### src/rtl/mult_unit_pkg.sv
// Shared definitions for the iterative shift-add multiplier: controller
// states, operand width and the MIPS func codes that reach this unit.
package mult_unit_pkg;

   localparam int WIDTH = 32;

   typedef enum logic [1:0] {
      IDLE = 2'd0,
      RUN  = 2'd1,
      DONE = 2'd2
   } mult_state_t;

   localparam logic [5:0] MULT  = 6'h18;
   localparam logic [5:0] MULTU = 6'h19;
   localparam logic [5:0] MFHI  = 6'h10;
   localparam logic [5:0] MFLO  = 6'h12;

endpackage

### src/rtl/mult_unit.sv
// Sequential 32x32 multiplier for mult/multu. It multiplies magnitudes with
// one shift-add step per clock. The sign is applied to the full 64-bit
// product when hi/lo are written. hi/lo change only when a multiply completes.
module mult_unit #(
   parameter int WIDTH = 32
) (
   input  logic             clk,
   input  logic             rst_n,
   input  logic             start_mult,
   input  logic             mult_sign,
   input  logic [WIDTH-1:0] a,
   input  logic [WIDTH-1:0] b,
   output logic [WIDTH-1:0] hi,
   output logic [WIDTH-1:0] lo,
   output logic             busy,
   output logic             done
);
   import mult_unit_pkg::*;

   // Absolute value for signed operands. -0x80000000 wraps back to 0x80000000,
   // which is the correct magnitude when the result is read as unsigned.
   function automatic logic [WIDTH-1:0] magnitude(input logic signed [WIDTH-1:0] v,
                                                  input logic use_sign);
      logic signed [WIDTH-1:0] neg;
      neg = -v;
      if (use_sign && v[WIDTH-1])
         return unsigned'(neg);
      else
         return unsigned'(v);
   endfunction

   // Two's-complement negation over all 64 bits, so the carry out of lo reaches hi.
   function automatic logic [2*WIDTH-1:0] apply_sign(input logic [2*WIDTH-1:0] p,
                                                     input logic neg);
      logic signed [2*WIDTH-1:0] ps;
      logic signed [2*WIDTH-1:0] pn;
      ps = signed'(p);
      pn = -ps;
      if (neg)
         return unsigned'(pn);
      else
         return p;
   endfunction

   mult_state_t        state;
   mult_state_t        state_nxt;
   logic [4:0]         count;
   logic [WIDTH-1:0]   acc;
   logic [WIDTH-1:0]   mplier;
   logic [WIDTH-1:0]   mcand;
   logic               res_neg;

   logic               accept;
   logic               last_step;
   logic [WIDTH:0]     sum;
   logic [WIDTH-1:0]   acc_nxt;
   logic [WIDTH-1:0]   mplier_nxt;
   logic [2*WIDTH-1:0] product;

   // A request is taken in IDLE or DONE. While RUN is active, a request is ignored.
   assign accept    = start_mult && (state != RUN);
   assign last_step = (state == RUN) && (count == 5'd31);
   assign busy      = (state == RUN);
   assign done      = (state == DONE);

   // One shift-add step. The 33-bit sum keeps the carry, which shifts into acc's MSB.
   always_comb begin
      sum        = {1'b0, acc} + (mplier[0] ? {1'b0, mcand} : '0);
      acc_nxt    = sum[WIDTH:1];
      mplier_nxt = {sum[0], mplier[WIDTH-1:1]};
      product    = apply_sign({acc_nxt, mplier_nxt}, res_neg);
   end

   // Controller state register.
   always_ff @(posedge clk or negedge rst_n) begin
      if (!rst_n)
         state <= IDLE;
      else
         state <= state_nxt;
   end

   // Next-state logic. DONE lasts one cycle and accepts a new request like IDLE.
   always_comb begin
      state_nxt = state;
      case (state)
         IDLE:    if (start_mult) state_nxt = RUN;
         RUN:     if (count == 5'd31) state_nxt = DONE;
         DONE:    state_nxt = start_mult ? RUN : IDLE;
         default: state_nxt = IDLE;
      endcase
   end

   // Accumulator, step counter and architectural hi/lo. hi/lo are written only on the last step.
   always_ff @(posedge clk or negedge rst_n) begin
      if (!rst_n) begin
         acc   <= '0;
         count <= '0;
         hi    <= '0;
         lo    <= '0;
      end else if (accept) begin
         acc   <= '0;
         count <= '0;
      end else if (state == RUN) begin
         acc   <= acc_nxt;
         count <= count + 5'd1;
         if (last_step) begin
            hi <= product[2*WIDTH-1:WIDTH];
            lo <= product[WIDTH-1:0];
         end
      end
   end

   // Operand registers. They are always loaded on accept before use, so they need no reset.
   always_ff @(posedge clk) begin
      if (accept) begin
         mcand   <= magnitude(signed'(a), mult_sign);
         mplier  <= magnitude(signed'(b), mult_sign);
         res_neg <= (a[WIDTH-1] ^ b[WIDTH-1]) & mult_sign;
      end else if (state == RUN) begin
         mplier  <= mplier_nxt;
      end
   end

endmodule

### config.mk
export PLATFORM = sky130hd
export DESIGN_NAME = mult_unit
export DESIGN_NICKNAME = d
export VERILOG_FILES = /design/src/rtl/mult_unit_pkg.sv /design/src/rtl/mult_unit.sv
export SDC_FILE = /design/constraint.sdc
export NUM_CORES = 1
export LEC_CHECK = 0
export ABC_AREA = 1
export CORE_MARGIN = 2
export CORE_UTILIZATION = 50
export DETAILED_ROUTE_END_ITERATION = 7
export DONT_BUFFER_PORTS = 1
export GPL_TIMING_DRIVEN = 0
export PLACE_DENSITY = 0.7
export SYNTH_ARGS = -nofsm -noshare
export SYNTH_HDL_FRONTEND = slang
export SYNTH_SLANG_ARGS = --single-unit
### constraint.sdc
create_clock -name clk -period 5 [get_ports clk]
set_input_delay 0.75 -clock clk [delete_from_list [all_inputs] [get_ports clk]]
set_output_delay 0.75 -clock clk [all_outputs]
set_load 0.02 [all_outputs]
======== After elaboration in Yosys (flattened, before gate mapping) ========
Cells that the tools add are included.
cells by class
  $add $sub $neg .......................... 5
  eq/ne operators ......................... 6
  muxes and demuxes ....................... 14
  bitwise gates (word level) .............. 3
  reductions and logical operators ........ 8
operators with widths
  operator                                        count
  two-way mux 32 bit                              7
  two-way mux 64 bit                              1
  negator 32 bit                                  2
  negator 64 bit                                  1
  adder 32 x 32 -> 33 bit                         1
  two-way mux 5 bit                               2
  case mux 2 bit (3 select lines)                 1
  adder 5 x 1 -> 5 bit (second input constant)    1
  == test 5 bit (second input constant)           1
  logical AND 1 bit                               4
  two-way mux 2 bit                               2
  != test 2 x 1 -> 1 bit (second input constant)  2
  AND reduction 3 bit                             1
  == test 2 x 1 -> 1 bit (second input constant)  1
  == test 2 bit (second input constant)           1
  logical NOT 2 bit                               1
  != test 2 bit (second input constant)           1
  AND reduction 2 bit                             1
  nonzero test 2 bit                              1
  AND 1 bit                                       1
  two-way mux 1 bit                               1
  inverter 1 bit                                  1
  XOR 1 bit                                       1
word-level totals
  flip-flop bits (word level) ............. 168
  bits of input ports ..................... 68
  word-level logic and storage cells ...... 44

======== Longest topological paths before layout ========
  word-level depth ........................ 4
  gate-level depth with buffers ........... 24

======== Least setup slack after synthesis ========
No wires, ideal clock.
  kind .................................... register -> register
  from .................................... reg mplier[0]
  to ...................................... reg hi[26]
  arrival time ............................ 2.693 ns
  required time ........................... 4.883 ns
  setup slack ............................. 2.190 ns
  stages on the path, launching flop included .. 17
  buffers on the path ..................... 1
  cells stage by stage .................... edfxtp_1 clkbuf_1 nand2_1 inv_1 ha_1 fa_1 xnor2_1 nand3_1 nand3b_1 nor2_2 nand2_2 inv_1 nand2_1 o21ai_2 nand3_1 nand3_1 nand2_1
on the way
  word-level cells in the longest chain between the ends .. 4
ends and longest elaborated chain
  item                         RTL line          text
  start, declared              mult_unit.sv:49   logic [WIDTH-1:0] mplier;
  start signal, assigned       mult_unit.sv:117  mplier <= magnitude(signed'(b), mult_sign);
  start signal, assigned       mult_unit.sv:120  mplier <= mplier_nxt;
  two-way mux 32 bit (*)       mult_unit.sv:68   sum = {1'b0, acc} + (mplier[0] ? {1'b0, mcand} : '0);
  adder 32 x 32 -> 33 bit (*)  mult_unit.sv:68
  negator 64 bit               mult_unit.sv:38   pn = -ps;
  two-way mux 64 bit (*)       mult_unit.sv:39   if (neg)
  end signal, assigned         mult_unit.sv:107  hi <= product[2*WIDTH-1:WIDTH];
  end, declared                mult_unit.sv:13   output logic [WIDTH-1:0] hi,
Every way passes the cells marked *; elsewhere a longest branch is shown, timed or not.
A chain may end at the register's enable or synchronous reset.

======== Worst setup path in the final report ========
  from .................................... reg state[0]
  to ...................................... reg mplier[18], enable pin
on the way
  elaborated cells between the ends (all ways) .. 4
RTL lines
  item                                 RTL line         text
  start, declared                      mult_unit.sv:45  mult_state_t state;
  start signal, assigned               mult_unit.sv:79  state <= state_nxt;
  == test 2 x 1 -> 1 bit               -
  named net busy                       mult_unit.sv:15  output logic busy,
  nonzero test 2 bit (no source line)  -
The timed path passes the listed nets, and every way through them passes these cells.

==> run metrics <==
Post-synth top flop dfrtp_1; crit-path max FO 32; Crit path required time 4.98 ns; Warnings, synthesis 0; antenna viol nets, final 0; fin util 55.2%; worst slew pin tran 1.19 ns; Layout Cells excl Fill 2157; total track usage 28.5%; DR pass1 iterations 5; CTS max path bufs 2; Max IR drop VDD 0.217 mV; met2 usage 46.0%; placed instance count 2123; Pwr Total 0.00919 W; CP max stage delay 0.96 ns; final routed DRC violation total 0; Post-synth top cells 599 x nand2_1, 265 x inv_1, 146 x nor2_1, 146 x o21ai_0, 103 x dfrtp_1; period utilization 83.1%; Synth Cell Area 12400 um^2; Critical Path AT 4.14 ns; Tmin final 4.15 ns; r2r setup slk 0.85 ns; RD Place Congestion 0.962; share of layout cells above drive strength 1 6.60%; H-tree Lvls 4; Starting Density 50.9%; Filler Cell Count 2383; setup violators final 0; register area share after synthesis 36.6%; top cell type's share of synthesized area 20.8%; vias per cell 5.27; crit start category flip-flop; Clock Latency Late Sink 0.45 ns; leakage 6.81 nW; Remaining Overflow, GRT 0; met3 Usage GRT 4.06%; row count 57; post-synth net total 1905; full die area 26100 um^2; fin. max-slew vios 0; flops & latches, synth 168; final-report hold violation count 0; global-route wire length before repair 57300 um; antenna cells 0; clk sinks 168; fmax 0.241 GHz; core area 24300 um^2; drt total wl 36700 um; vias 11400; storage element area 4530 um^2; Synth cell types 48; Crit Path Category reg2reg; Cells after Synth 1799; vias in the first global route 10800; Avg WL per Cell 17.0 um; Root Buffer clkbuf_16; clk slew on worst S/H paths 0.08 ns; status finished clean; CP cell instances nand2_1 > clkinv_1 > nor2_1 > clkbuf_1 > inv_1; Yosys top cell by area dfrtp_1; CTS tree done; syn avg cell area 6.89 um^2; nets 1926; largest net degree at the start of global routing 90; Final Skew 0.0166 ns; crit end category flip-flop; multi-input logic area 6660 um^2; number of I/O pins 134; dpl hpwl 29300 um; Worst path slowest cell nor2_1; maxcap violations 0; P&R area growth vs syn 8.29%; worst hold path type in2async; initial antenna violation count 0; setup_tns 0 ns; Die Width 161 um; number of enable flip-flop cells after synthesis 65; DR iter-0 viols 938; asr flop ratio synth 61.3%; most common cell in the netlist nand2_1; height of the die 161 um; power density cells 685 nW/um^2; layer with the highest usage after global routing met2; met1 GRT Util 39.3%; top cells by area, synth dfrtp_1 21%, nand2_1 18%, edfxtp_1 16%, inv_1 8.0%, o21ai_0 5.9%; RSZ-0062 raised after global routing no; port bufs 0; Slew headroom 20.8%; CTS Buf Count 17
==> cell families after synthesis <==
group | after synthesis | synth area share, %
flops | 168 | 36.6
xor+xnor | 105 | 7.42
buf+inv | 313 | 9.68
simple gates | 980 | 34.1
compound gates | 195 | 8.32
fa+ha+maj | 38 | 3.90
==> area by class of cell <==
class / instances / area share, %
Multi-Input combinational cell: 1318 / 49.6
Sequential cell: 168 / 33.8
Inverter: 272 / 7.61
Clock buffer: 17 / 3.17
Tap cell: 324 / 3.02
Buffer: 41 / 1.34
Clock inverter: 15 / 1.18
Timing Repair Buffer: 2 / 0.280
==> final timing paths <==
check / startpoint / to / cells after the start
hold reg to reg: acc[17] / acc[17] / 2
setup / recovery: state[0] / mplier[18] / 5
hold / removal: rst_n / acc[27] / 1
max in group asynchronous: rst_n / lo[18] / 1
min in group clk: a[0] / mcand[0] / 0
setup reg to reg: state[0] / mplier[18] / 5
==> power breakdown <==
group | leakage, nW | switching [W] | total (W) | internal, W
logic | 4.66 | 0.00337 | 0.00488 | 0.00151
clock network | 0.287 | 0.000663 | 0.00133 | 0.000667
registers | 1.86 | 0.000853 | 0.00297 | 0.00212
==> metrics by stage <==
| step | area, um^2 | worst slack (ns) | hold WS [ns] |
|---|---|---|---|
| finish | 13400 | 0.846 | 0.204 |
| CTS | 13400 | 0.843 | 0.243 |
| detailed placement | 12800 | 0.850 | 0.465 |
| floorplan | 12400 | 2.19 | 0.454 |
| global placement | 12800 | 0.814 | 0.459 |
| global route | 13400 | 0.685 | 0.254 |
==> placed cells by master, fill, tap and decap left out, types with 4 or more instances in the layout <==
cell and instances:
a21oi_1 23, a31oi_1 6, and2_1 6, clkbuf_1 34
clkbuf_16 17, dfrtp_1 103, edfxtp_1 65, ha_1 37
inv_1 266, inv_2 5, inv_8 5, nand2_1 599
nand2_2 35, nand3_1 86, nand3_2 10, nand3b_1 9
nand4_1 25, nor2_1 146, nor2_2 18, nor3_1 18
nor4_1 7, o21ai_0 146, o21ai_1 6, or2_1 4
xnor2_1 23, xor2_1 82
==> state kept, by name, summed over array words and instances, names as in the netlist <==
register,flops
state,2
mcand,32
acc,32
res_neg,1
count,5
hi,32
mplier,32
lo,32
==> worst max-delay path: cells and delay by family (launching register included) <==
family	cells	cell delay, ns
buf+inv	3	1.84
simple gates	2	1.44
flops	1	0.41
==> layer usage <==
metal  vias up  part of all wire, %
li1       5711                    -
met1      5218                   45
met2       386                   46
met3        56                  6.1
met4         0                  2.9
met5         -                    0
==> repair_timing <==
action                                  CTS  global route
endpoints found under the setup margin    0             0
setup buffers                             0             0
gates resized for setup                   0             0
hold endpoints to repair                 89             0
hold buffers                              2             0
Power figures use the tool's default switching activity.
